### src/rtl/fp_addsub_pipe.sv
// Three-stage floating-point add/subtract: align, add + leading-zero count, normalise/round/pack.
// Subnormal inputs flush to zero; round-to-nearest-even; one global stall for the whole pipe.
module fp_addsub_pipe #(
  parameter int EXP_W = 8,
  parameter int MAN_W = 23,
  parameter int TAG_W = 4
) (
  input  logic                 clk,
  input  logic                 rst,
  input  logic                 in_valid,
  output logic                 in_ready,
  input  logic [EXP_W+MAN_W:0] x,
  input  logic [EXP_W+MAN_W:0] y,
  input  logic                 sub,
  input  logic [TAG_W-1:0]     in_tag,
  output logic                 out_valid,
  input  logic                 out_ready,
  output logic [EXP_W+MAN_W:0] z,
  output logic [1:0]           status,
  output logic [TAG_W-1:0]     out_tag
);
  localparam int W      = 1 + EXP_W + MAN_W;
  localparam int MW     = MAN_W + 4;          // hidden + fraction + guard/round/sticky
  localparam int SW     = MAN_W + 5;          // MW plus carry
  localparam int SHW    = $clog2(MW + 1);
  localparam int LZW    = $clog2(SW + 1);
  localparam int EW     = EXP_W + 2;          // signed working exponent
  localparam int MRW    = MAN_W + 2;
  localparam int STAGES = 3;
  localparam logic [EXP_W-1:0]    EMAX = '1;
  localparam logic signed [EW-1:0] EINF = EW'((1 << EXP_W) - 1);
  localparam logic [W-1:0] QNAN = {1'b0, {EXP_W{1'b1}}, 1'b1, {(MAN_W-1){1'b0}}};

  typedef enum logic [1:0] {SP_NONE, SP_INF, SP_NAN} sp_e;

  typedef struct packed {
    logic [TAG_W-1:0] tag;
    sp_e              sp;
    logic             sgn;
    logic             eff_sub;
    logic [EXP_W-1:0] e;
    logic [MW-1:0]    ma;
    logic [MW-1:0]    mb;
  } s1_t;

  typedef struct packed {
    logic [TAG_W-1:0] tag;
    sp_e              sp;
    logic             sgn;
    logic [EXP_W-1:0] e;
    logic [SW-1:0]    sum;
    logic [LZW-1:0]   lz;
  } s2_t;

  function automatic logic [LZW-1:0] lzc(input logic [SW-1:0] v);
    lzc = LZW'(SW);
    for (int i = 0; i < SW; i++)
      if (v[i]) lzc = LZW'(SW - 1 - i);
  endfunction

  logic              adv;
  logic [STAGES:1]   vld_pipe;
  s1_t               s1_d, s1_q;
  s2_t               s2_d, s2_q;
  logic [W-1:0]      z_d;
  logic [1:0]        st_d;

  assign adv       = out_ready | ~out_valid;
  assign in_ready  = adv;
  assign out_valid = vld_pipe[STAGES];

  // S1: operand a is always the larger magnitude, so the subtract below never goes negative
  always_comb begin
    logic             sx, sy, xnan, ynan, xinf, yinf, swap;
    logic [EXP_W-1:0] ex, ey, d;
    logic [MAN_W-1:0] fx, fy;
    logic [MW-1:0]    mx, my, mlo;
    logic [2*MW-1:0]  ext;
    logic [SHW-1:0]   sh;
    sx   = x[W-1];
    sy   = y[W-1] ^ sub;
    ex   = x[W-2:MAN_W];
    ey   = y[W-2:MAN_W];
    fx   = (ex == '0) ? '0 : x[MAN_W-1:0];
    fy   = (ey == '0) ? '0 : y[MAN_W-1:0];
    xnan = (ex == EMAX) && (fx != '0);
    ynan = (ey == EMAX) && (fy != '0);
    xinf = (ex == EMAX) && (fx == '0);
    yinf = (ey == EMAX) && (fy == '0);
    mx   = (ex == '0) ? '0 : {1'b1, fx, 3'b000};
    my   = (ey == '0) ? '0 : {1'b1, fy, 3'b000};
    swap = {ey, fy} > {ex, fx};
    s1_d.tag     = in_tag;
    s1_d.eff_sub = sx ^ sy;
    s1_d.sgn     = swap ? sy : sx;
    s1_d.e       = swap ? ey : ex;
    s1_d.ma      = swap ? my : mx;
    mlo          = swap ? mx : my;
    d            = swap ? ey - ex : ex - ey;
    sh           = (32'(d) > MW) ? SHW'(MW) : SHW'(d);
    ext          = {mlo, {MW{1'b0}}} >> sh;
    s1_d.mb      = {ext[2*MW-1:MW+1], ext[MW] | (|ext[MW-1:0])};
    s1_d.sp      = SP_NONE;
    if (xnan || ynan || (xinf && yinf && (sx != sy))) begin
      s1_d.sp = SP_NAN;
    end else if (xinf || yinf) begin
      s1_d.sp  = SP_INF;
      s1_d.sgn = xinf ? sx : sy;
    end
  end

  // S2: exact cancellation yields +0
  always_comb begin
    s2_d.tag = s1_q.tag;
    s2_d.sp  = s1_q.sp;
    s2_d.e   = s1_q.e;
    s2_d.sum = s1_q.eff_sub ? {1'b0, s1_q.ma} - {1'b0, s1_q.mb}
                            : {1'b0, s1_q.ma} + {1'b0, s1_q.mb};
    s2_d.lz  = lzc(s2_d.sum);
    s2_d.sgn = (s1_q.sp == SP_NONE && s1_q.eff_sub && s1_q.ma == s1_q.mb) ? 1'b0 : s1_q.sgn;
  end

  // S3
  always_comb begin
    logic [MW-1:0]        n;
    logic signed [EW-1:0] en;
    logic [MRW-1:0]       mr;
    logic [MAN_W-1:0]     fr;
    logic                 inc;
    if (s2_q.sum[SW-1]) begin
      n  = {s2_q.sum[SW-1:2], |s2_q.sum[1:0]};
      en = $signed({2'b00, s2_q.e}) + EW'(1);
    end else begin
      n  = s2_q.sum[MW-1:0] << (s2_q.lz - LZW'(1));
      en = $signed({2'b00, s2_q.e}) - $signed(EW'(s2_q.lz)) + EW'(1);
    end
    inc = n[2] & (n[1] | n[0] | n[3]);
    mr  = {1'b0, n[MW-1:3]} + MRW'(inc);
    fr  = mr[MAN_W-1:0];
    if (mr[MRW-1]) begin
      fr = mr[MAN_W:1];
      en = en + EW'(1);
    end
    z_d  = {s2_q.sgn, en[EXP_W-1:0], fr};
    st_d = 2'b00;
    if (s2_q.sp == SP_NAN) begin
      z_d  = QNAN;
      st_d = 2'b11;
    end else if (s2_q.sp == SP_INF) begin
      z_d = {s2_q.sgn, EMAX, {MAN_W{1'b0}}};
    end else if (s2_q.sum == '0) begin
      z_d = {s2_q.sgn, {(W-1){1'b0}}};
    end else if (en >= EINF) begin
      z_d  = {s2_q.sgn, EMAX, {MAN_W{1'b0}}};
      st_d = 2'b01;
    end else if (en[EW-1] || en == '0) begin
      z_d  = {s2_q.sgn, {(W-1){1'b0}}};
      st_d = 2'b10;
    end
  end

  always_ff @(posedge clk or posedge rst) begin
    if (rst) begin
      vld_pipe <= '0;
      s1_q     <= '0;
      s2_q     <= '0;
      z        <= '0;
      status   <= '0;
      out_tag  <= '0;
    end else if (adv) begin
      vld_pipe <= {vld_pipe[STAGES-1:1], in_valid};
      if (in_valid)    s1_q <= s1_d;
      if (vld_pipe[1]) s2_q <= s2_d;
      if (vld_pipe[2]) begin
        z       <= z_d;
        status  <= st_d;
        out_tag <= s2_q.tag;
      end
    end
  end
endmodule

### config.mk
export PLATFORM = sky130hd
export DESIGN_NAME = fp_addsub_pipe
export DESIGN_NICKNAME = d
export VERILOG_FILES = /design/src/rtl/fp_addsub_pipe.sv
export SDC_FILE = /design/constraint.sdc
export NUM_CORES = 1
export LEC_CHECK = 0
export BUFFER_PORTS_ARGS = -buffer_cell sky130_fd_sc_hd__buf_2
export CAP_MARGIN = 15
export CORE_MARGIN = 2
export CORE_UTILIZATION = 27
export DETAILED_ROUTE_END_ITERATION = 8
export MAX_ROUTING_LAYER = met4
export PLACE_DENSITY = 0.4
export SYNTH_ARGS = -nofsm -noshare
export SYNTH_HDL_FRONTEND = slang
export SYNTH_SLANG_ARGS = --single-unit
### constraint.sdc
create_clock -name clk -period 9 [get_ports clk]
set_clock_uncertainty 0.15 [all_clocks]
set_input_delay 1.35 -clock clk [delete_from_list [all_inputs] [get_ports clk]]
set_output_delay 1.35 -clock clk [all_outputs]
set_load 0.05 [all_outputs]
==> results of run 1 <==
## power groups by stage
stage,logic [mW],clock network (mW),registers (mW)
2_1_floorplan,3.15,0,1.34
3_3_place_gp,4.40,0,1.23
3_5_place_dp,4.39,0,1.24
4_1_cts,4.41,0.744,1.22
5_1_grt,4.84,0.771,1.26
6_report,4.41,0.720,1.22
## worst min-delay path, stage by stage, from the launching register on
cell,delay (ns)
dfrtp_1,0.34
nand2_1,0.05
nand2_1,0.05
## state kept, by name, indices dropped and copies added, names as in the netlist
name and flops:
vld_pipe 3, s1_q 67, z 32, s2_q 48, out_tag 4, status 2
## final cells by class
type                       count  share of cell area, %
antenna                        1                 0.0136
clock buffer                  17                   2.31
clock inverter                15                  0.707
inverter                     126                   2.60
multi-input combinational   1675                   63.3
sequential                   156                   21.2
tap                          782                   5.32
timing repair buffer         144                   4.53
## layout by cell type (no fill, tap or decap), types with 48 or more instances in the layout
master,Yosys,final
inv_1,125,124
nor2_1,160,159
buf_2,13,112
o21ai_0,152,152
a31oi_1,49,48
nand3_1,50,50
ha_1,98,98
mux2i_1,108,107
nand2_1,274,272
a21oi_1,104,104
dfrtp_1,156,156
## cell usage after synthesis (13+ instances only)
cell type | count | share of area (%)
o21ai_0 | 152 | 4.6
nand4_1 | 37 | 1.4
nor4_1 | 29 | 1.1
o31ai_1 | 28 | 1.3
nand2_1 | 274 | 6.2
dfrtp_1 | 156 | 24
and2_1 | 23 | 0.87
o211ai_1 | 19 | 0.86
buf_2 | 13 | 0.39
nand2b_1 | 18 | 0.68
nor2_1 | 160 | 3.6
mux4_2 | 27 | 3.7
a21o_1 | 23 | 1.0
xnor2_1 | 42 | 2.2
mux2_2 | 36 | 2.4
a21oi_1 | 104 | 3.1
a31oi_1 | 49 | 1.8
a211oi_1 | 30 | 1.4
xor2_1 | 28 | 1.5
nor3_1 | 45 | 1.4
ha_1 | 98 | 7.4
clkbuf_1 | 94 | 2.1
or3_1 | 17 | 0.64
inv_1 | 125 | 2.8
nand3_1 | 50 | 1.5
mux2i_1 | 108 | 6.5
o22ai_1 | 22 | 0.83
and3_1 | 14 | 0.53
## routing by layer
layer / vias to the layer above / track usage, %
met5: - / -
met4: 0 / 4.53
met3: 46 / 1.81
met2: 426 / 33.0
met1: 7899 / 28.5
li1: 7759 / -
## stage by stage
step	setup slack (ns)	cell area (um^2)	power, mW	utilization, %
after global routing	1.59	18400	6.87	30.4
after detailed placement	1.51	17800	5.63	29.5
after global placement	1.48	17800	5.63	29.5
after CTS	1.97	18400	6.38	30.4
final	1.88	18400	6.36	30.4
after floorplan	3.03	16600	4.49	-
## kinds of logic after synthesis
family	count (synthesis)	share of synthesized area [%]
AND/OR/NAND/NOR	745	22.1
XOR/XNOR	70	3.70
multiplexers	172	12.8
adder cells (fa/ha/maj)	102	7.88
flip-flops	156	23.6
buffers and inverters	255	6.43
AO/OA/AOI/OAI	586	23.6
## how the worst max path moves through the flow
stage               start  depth (start not counted)             endpoint
detailed placement  y[27]                         19  s1_q[0]$_DFFE_PP0P_
finish              y[27]                         19  s1_q[0]$_DFFE_PP0P_
global placement    y[27]                         19  s1_q[0]$_DFFE_PP0P_
floorplan           x[23]                         19  s1_q[0]$_DFFE_PP0P_
CTS                 y[27]                         19  s1_q[0]$_DFFE_PP0P_
global route        y[24]                         19  s1_q[0]$_DFFE_PP0P_
==> results.py, run 1 <==
metrics = {
    "place": {
        "hpwl_um": 51000,
        "dp_cells": 2882,
        "place.port_buffers": 112,
        "place_congestion": 0.917,
    },
    "cts": {
        "clkSlewWorstSetupHoldPaths_ns": 0.07,
        "numCtsBuffers": 17,
        "clock-sinks": 156,
        "cts_resized": 0,
        "clk_latency_ns": 0.47,
        "root_buffer": "clkbuf_16",
        "cts_buffer_depth": 2,
        "cts_setup_buffers": 0,
        "h-tree-depth": 4,
        "cts_tree": "done",
        "ctsHoldBuffers": 0,
    },
    "global_routing": {
        "first_global_vias": 15600,
        "grtUsageTotal_pct": 20.7,
        "grt_max_degree": 97,
        "gr-total-overflow": 0,
        "grt_pass1_wl_um": 98500,
        "antenna_found_initial": 1,
    },
    "worst_setup_path": {
        "crit_type": "primary input to flip-flop",
        "startpoint_type": "primary input",
        "crit_arrival_ns": 7.30,
        "critPathMaxFanout": 88,
        "cp_top_family": "simple AND/OR/NAND/NOR gates",
        "timing.rr.end": "z[1]$_DFFE_PP0P_",
        "critPathBufInv": 4,
        "cp_cell_sequence": "buf_2 -> nor4_1 -> nand2_1 -> buf_4 -> nand2_1 -> inv_1 -> ha_1 -> and3_1 -> nand4_1 -> or3_1 -> a31oi_4 -> buf_12 -> mux2i_1 -> mux2i_1 -> a2111oi_0 -> o22ai_1 -> or4_1 -> nor3_1 -> a31oi_1",
        "regToRegStartpoint": "s2_q[1]$_DFFE_PP0P_",
        "cpMaxStageDelayCell": "a2111oi_0",
        "reg2reg_depth": 16,
        "r2r_setup_slack_ns": 2.49,
        "max_stage_delay_ns": 0.80,
        "cp.required_ns": 9.17,
        "cp-end-kind": "flip-flop",
    },
    "logic_synthesis": {
        "syn-num-nets": 2261,
        "ys_ff_latch": 156,
        "synthCells": 2086,
        "yosysSeqAreaShare_pct": 23.6,
        "syn_avg_cell_area_um2": 7.95,
        "yosys_most_used_dff": "dfrtp_1",
        "netlist_area_mm2": 0.0166,
        "synthDistinctLibCells": 93,
        "async_reset_ff_share_pct": 100,
        "synth_edf_count": 0,
        "yosysWarningCount": 0,
    },
    "outcome": {
        "outcome": "finished, final reports clean",
    },
    "sta": {
        "relSlewSlack_pct": 32.8,
        "grt_setup_unrepaired": "no",
        "hold_viol": 0,
        "max_freq_mhz": 140,
        "hold_ws_ns": 0.324,
        "finalCritPeriodShare_pct": 79.1,
        "period_needed_ns": 7.12,
        "tightest_slew_ns": 0.999,
        "finalSetupTns_ns": 0,
        "finalMaxSlewViolations": 0,
        "setup_viol": 0,
    },
    "final_layout": {
        "multiInputGateArea_mm2": 0.0116,
        "area_growth_pct": 11.0,
        "nNetsFinal": 2295,
        "final-seq-area_mm2": 0.00390,
        "drive_above_1_share_pct": 13.2,
        "nFillCells": 6505,
        "layout.cells.non_filler": 2916,
    },
    "power": {
        "leakagePower_nw": 7.86,
        "seq_power_share_pct": 19.2,
        "p_int_mw": 2.97,
        "clockPowerShare_pct": 11.3,
        "pwr-share-comb_pct": 69.4,
        "power_density_mw_per_mm2": 346,
        "switching_power_mw": 3.39,
        "irDropWorstVdd_uv": 162,
        "swShare_pct": 53.3,
    },
    "route": {
        "wl_um": 64200,
        "drc": 0,
        "antenna_left": 0,
        "wl_met3_um": 2180,
        "vias": 16100,
        "drt_iter0_drc": 1180,
        "drt-met1-wl_um": 31000,
        "vias_per_cell": 5.53,
        "wl_met2_um": 30200,
        "wl_per_cell_um": 22.0,
        "top_layer_used": "met4",
        "firstDrtPassIters": 7,
    },
    "floorplanning": {
        "die_h_um": 252,
        "die_x_um": 252,
        "die_area_mm2": 0.0634,
        "fp-row-count": 90,
        "core_area_mm2": 0.0605,
        "start_util_pct": 27.4,
        "ios": 113,
    },
    "min_path": {
        "whs_endpoint": "out_tag[0]$_DFFE_PP0P_",
        "hp-class": "flip-flop to flip-flop",
        "whs_path_depth": 2,
        "min-delay-start": "s2_q[44]$_DFFE_PP0P_",
    },
    "run": {
        "maxCapViolCount": 0,
    },
}
(Power assumes the default switching activity.)
==> run 2, diff against run 1 <==
- clock period: 9 -> 6.9 ns (I/O delays scaled with it)
==> run 2 against run 1 <==
Sequential share of layout area decreased by 0.48 points. Clock-buffer cell count unchanged. First-iteration DRC count decreased by 5.8%. Setup slack got worse by 1.4 ns. Non-clock buffer count increased by 42. Routed wire length increased by 2.1%. Critical path type unchanged.
==> results.py, run 2 (synthesized netlist as in run 1, its figures left out) <==
metrics = {
    "route": {
        "drt_iter0_drc": 1112,
        "drc": 0,
        "firstDrtPassIters": 5,
        "wl_um": 65600,
        "wl_per_cell_um": 22.2,
        "vias": 16500,
        "antenna_left": 0,
        "vias_per_cell": 5.57,
    },
    "final_layout": {
        "drive_above_1_share_pct": 14.9,
        "layout_commonest_cell": "nand2_1",
        "multiInputGateArea_mm2": 0.0116,
        "final_area_mm2": 0.0188,
        "top_register": "s1_q",
        "nNetsFinal": 2337,
        "largest_reg_flops": 67,
        "final_cell_mix": "nand2_1, nor2_1, dfrtp_1",
        "top_regs": "s1_q (67), s2_q (48), z (32)",
        "area_growth_pct": 13.5,
        "final-seq-area_mm2": 0.00390,
        "nFillCells": 6446,
        "layout.cells.non_filler": 2958,
        "final_util_pct": 31.1,
    },
    "sta": {
        "grt_setup_unrepaired": "no",
        "hold_ws_ns": 0.321,
        "hold_viol": 0,
        "setup_viol": 0,
        "period_needed_ns": 6.39,
        "fin_ws_ns": 0.514,
        "relSlewSlack_pct": 34.9,
        "finalCritPeriodShare_pct": 92.6,
        "tightest_slew_ns": 0.951,
        "finalSetupTns_ns": 0,
        "max_freq_mhz": 157,
        "finalMaxSlewViolations": 0,
    },
    "cts": {
        "cts_tree": "done",
        "cts_buffer_depth": 2,
        "cts_setup_buffers": 0,
        "numCtsBuffers": 17,
        "h-tree-depth": 4,
        "ctsHoldBuffers": 0,
        "clock-sinks": 156,
        "clk_latency_ns": 0.48,
        "clkSlewWorstSetupHoldPaths_ns": 0.08,
        "root_buffer": "clkbuf_16",
        "cts_resized": 0,
    },
    "global_routing": {
        "grt_max_degree": 95,
        "antenna_found_initial": 4,
        "grt_pass1_wl_um": 101000,
        "grtUsageTotal_pct": 21.4,
        "first_global_vias": 16300,
        "gr-total-overflow": 0,
    },
    "worst_setup_path": {
        "critPathMaxFanout": 69,
        "cp-end-kind": "flip-flop",
        "crit_type": "primary input to flip-flop",
        "cp.required_ns": 7.09,
        "crit_arrival_ns": 6.58,
        "startpoint_type": "primary input",
    },
    "outcome": {
        "outcome": "finished, final reports clean",
    },
    "floorplanning": {
        "die_x_um": 252,
        "die_h_um": 252,
        "ios": 113,
        "die_area_mm2": 0.0634,
        "core_area_mm2": 0.0605,
        "start_util_pct": 27.4,
        "fp-row-count": 90,
    },
    "place": {
        "dp_cells": 2924,
        "hpwl_um": 52500,
        "place.port_buffers": 112,
        "dpl_worst_slack_ns": 0.107,
        "place_congestion": 0.904,
        "dpl-instance-area_mm2": 0.0182,
    },
    "power": {
        "irDropWorstVdd_uv": 204,
        "power_density_mw_per_mm2": 449,
        "power_mw": 8.44,
        "leakagePower_nw": 8.10,
    },
    "min_path": {
        "hp-class": "flip-flop to flip-flop",
    },
    "run": {
        "maxCapViolCount": 0,
    },
}
==> run 2: final timing paths <==
path | cells after the start | slack, ns | to | startpoint
max in group asynchronous | 3 | 4.54 | s1_q[42]$_DFFE_PP0P_ | rst
worst min-delay path | 2 | 0.32 | out_tag[1]$_DFFE_PP0P_ | s2_q[45]$_DFFE_PP0P_
worst max-delay path | 21 | 0.51 | s1_q[0]$_DFFE_PP0P_ | y[27]
min in group asynchronous | 2 | 0.56 | s2_q[23]$_DFFE_PP0P_ | rst
worst min register to register | 2 | 0.32 | out_tag[1]$_DFFE_PP0P_ | s2_q[45]$_DFFE_PP0P_
worst max register to register | 17 | 0.79 | z[1]$_DFFE_PP0P_ | s2_q[1]$_DFFE_PP0P_
==> run 2: layer usage <==
metal | wire length, um | global-route usage, %
met5 | 0 | -
met4 | 2150 | 7.71
met3 | 2740 | 3.11
met2 | 29800 | 33.1
met1 | 30900 | 28.4
==> run 2: layout make-up <==
class	count	share of cell area, %
antenna	1	0.0133
sequential	156	20.7
timing repair buffer	186	6.30
inverter	126	2.54
multi-input combinational	1675	61.9
clock inverter	15	1.06
clock buffer	17	2.26
tap	782	5.20
==> run 2: report_power, final <==
group          switching [mW]  total [mW]  internal, mW
logic                    3.60        5.82          2.22
registers               0.396        1.61          1.22
clock network           0.492        1.02         0.524
==> run 2: critical path: stages <==
cell and delay (ns):
buf_2 0.12, nor4_1 0.28, buf_4 0.19, nand2_1 0.09, buf_12 0.18, nand2_1 0.13
inv_1 0.14, ha_1 0.31, and3_1 0.16, nand4_1 0.28, or3_1 0.51, a31oi_4 0.24
buf_12 0.32, mux2i_1 0.57, nor3_1 0.08, a2111oi_0 0.67, buf_4 0.24, o22ai_1 0.07
or4_1 0.53, nor3_1 0.21, a31oi_1 0.11
==> run 3, diff against run 2 <==
- CORE_UTILIZATION: 27 -> 63
- PLACE_DENSITY: 0.4 -> 0.81
==> run 3 against run 2 <==
Critical path depth is the same. Via count increased by 4.5%. Setup slack better by 0.083 ns. Register-to-register slack lost 0.02 ns. Clock-buffer cell count is the same. Largest cell class unchanged. Largest power group unchanged.
==> results.py, run 3 (synthesized netlist as in run 1, its figures left out) <==
metrics = {
    "final_layout": {
        "largest_reg_flops": 67,
        "nFillCells": 2138,
        "nNetsFinal": 2317,
        "final_area_mm2": 0.0180,
        "top_register": "s1_q",
        "top_regs": "s1_q (67), s2_q (48), z (32)",
        "drive_above_1_share_pct": 14.0,
        "layout_commonest_cell": "nand2_1",
        "final_cell_mix": "nand2_1, nor2_1, dfrtp_1",
        "area_growth_pct": 8.72,
        "final_util_pct": 69.5,
    },
    "route": {
        "wl_um": 56000,
        "wl_per_cell_um": 22.5,
        "vias": 17200,
        "drt_iter0_drc": 1991,
        "antenna_left": 0,
        "drc": 0,
        "firstDrtPassIters": 6,
        "vias_per_cell": 6.91,
    },
    "sta": {
        "finalMaxSlewViolations": 0,
        "max_freq_mhz": 159,
        "hold_viol": 0,
        "setup_viol": 0,
        "finalCritPeriodShare_pct": 91.4,
        "tightest_slew_ns": 1.14,
        "grt_setup_unrepaired": "no",
        "period_needed_ns": 6.30,
        "relSlewSlack_pct": 23.5,
        "fin_ws_ns": 0.596,
        "finalSetupTns_ns": 0,
    },
    "worst_setup_path": {
        "max_stage_delay_ns": 0.56,
        "critPathMaxFanout": 81,
        "startpoint_type": "primary input",
        "cp-end-kind": "flip-flop",
        "cp.required_ns": 7.05,
        "crit_arrival_ns": 6.45,
        "cp_cell_sequence": "buf_2 -> nor4_1 -> nand2_1 -> buf_4 -> nand2_1 -> inv_1 -> ha_1 -> nand4_1 -> nor4_1 -> and4_1 -> a32oi_1 -> a31oi_4 -> buf_12 -> mux2i_1 -> mux2i_1 -> a2111oi_0 -> buf_4 -> o22ai_1 -> or4_1 -> nor3_1 -> a31oi_1",
        "cpMaxStageDelayCell": "a2111oi_0",
        "crit_type": "primary input to flip-flop",
    },
    "global_routing": {
        "first_global_vias": 16500,
        "antenna_found_initial": 2,
        "gr-total-overflow": 0,
        "grtUsageTotal_pct": 41.2,
        "grt_pass1_wl_um": 89400,
        "grt_max_degree": 94,
    },
    "cts": {
        "cts_resized": 0,
        "ctsHoldBuffers": 0,
        "cts_buffer_depth": 2,
        "numCtsBuffers": 17,
        "cts_tree": "done",
        "clk_latency_ns": 0.45,
        "clkSlewWorstSetupHoldPaths_ns": 0.07,
        "root_buffer": "clkbuf_16",
        "clock-sinks": 156,
        "h-tree-depth": 4,
        "cts_setup_buffers": 0,
    },
    "place": {
        "dpl_worst_slack_ns": 0.332,
        "place_congestion": 1.07,
        "dpl-instance-area_mm2": 0.0174,
        "place.port_buffers": 112,
        "hpwl_um": 43500,
    },
    "floorplanning": {
        "ios": 113,
        "fp-row-count": 59,
        "die_area_mm2": 0.0276,
        "die_h_um": 166,
        "start_util_pct": 64.0,
        "core_area_mm2": 0.0259,
        "die_x_um": 166,
    },
    "run": {
        "maxCapViolCount": 0,
    },
    "power": {
        "power_mw": 8.29,
        "leakagePower_nw": 7.97,
        "power_density_mw_per_mm2": 460,
        "irDropWorstVdd_uv": 397,
    },
    "min_path": {
        "hp-class": "flip-flop to flip-flop",
    },
    "outcome": {
        "outcome": "finished, final reports clean",
    },
}
run 3: metrics by stage:
step                      instances  hold slack (ns)
after floorplan                2086            0.285
after global placement         2457            0.295
after detailed placement       2457            0.310
after CTS                      2489            0.325
after global routing           2491            0.350
final                          2491            0.325
run 3: final cells by class:
cell class,count,area [um^2],share of cell area [%]
flip-flops and latches,156,3900,21.7
repair buffers,166,998,5.54
diodes,1,2.50,0.0139
clock inverters,15,160,0.889
multi-input cells,1675,11600,64.6
well taps,335,419,2.33
inverters,126,478,2.65
clock buffers,17,425,2.36
run 3: worst paths after layout:
| check | depth (start not counted) | end | startpoint | slack, ns |
|---|---|---|---|---|
| setup / recovery | 21 | s1_q[0]$_DFFE_PP0P_ | y[24] | 0.60 |
| hold / removal | 2 | z[31]$_DFFE_PP0P_ | z[31]$_DFFE_PP0P_ | 0.32 |
| setup reg to reg | 17 | z[5]$_DFFE_PP0P_ | s2_q[1]$_DFFE_PP0P_ | 0.77 |
| hold reg to reg | 2 | z[31]$_DFFE_PP0P_ | z[31]$_DFFE_PP0P_ | 0.32 |
| max in group asynchronous | 3 | s2_q[34]$_DFFE_PP0P_ | rst | 4.63 |
| min in group asynchronous | 2 | s1_q[37]$_DFFE_PP0P_ | rst | 0.56 |
run 3: layer usage:
| layer | part of all wire, % | track usage [%] |
|---|---|---|
| met1 | 40 | 51.5 |
| met2 | 47 | 66.7 |
| met3 | 8.3 | 5.55 |
| met4 | 4.8 | 18.7 |
| met5 | 0 | - |
run 3: critical path: cells and delay by family:
| family | cells | cell delay (ns) |
|---|---|---|
| simple gates | 8 | 2.31 |
| compound gates | 5 | 1.13 |
| buf+inv | 5 | 1.03 |
| mux | 2 | 0.60 |
| fa+ha+maj | 1 | 0.31 |
run 3: where the power goes:
part           internal [mW]  switching (mW)  total (mW)
Sequential              1.22           0.391        1.61
Clock                  0.487           0.464       0.951
Combinational           2.19            3.54        5.73
Total                   3.89            4.40        8.29
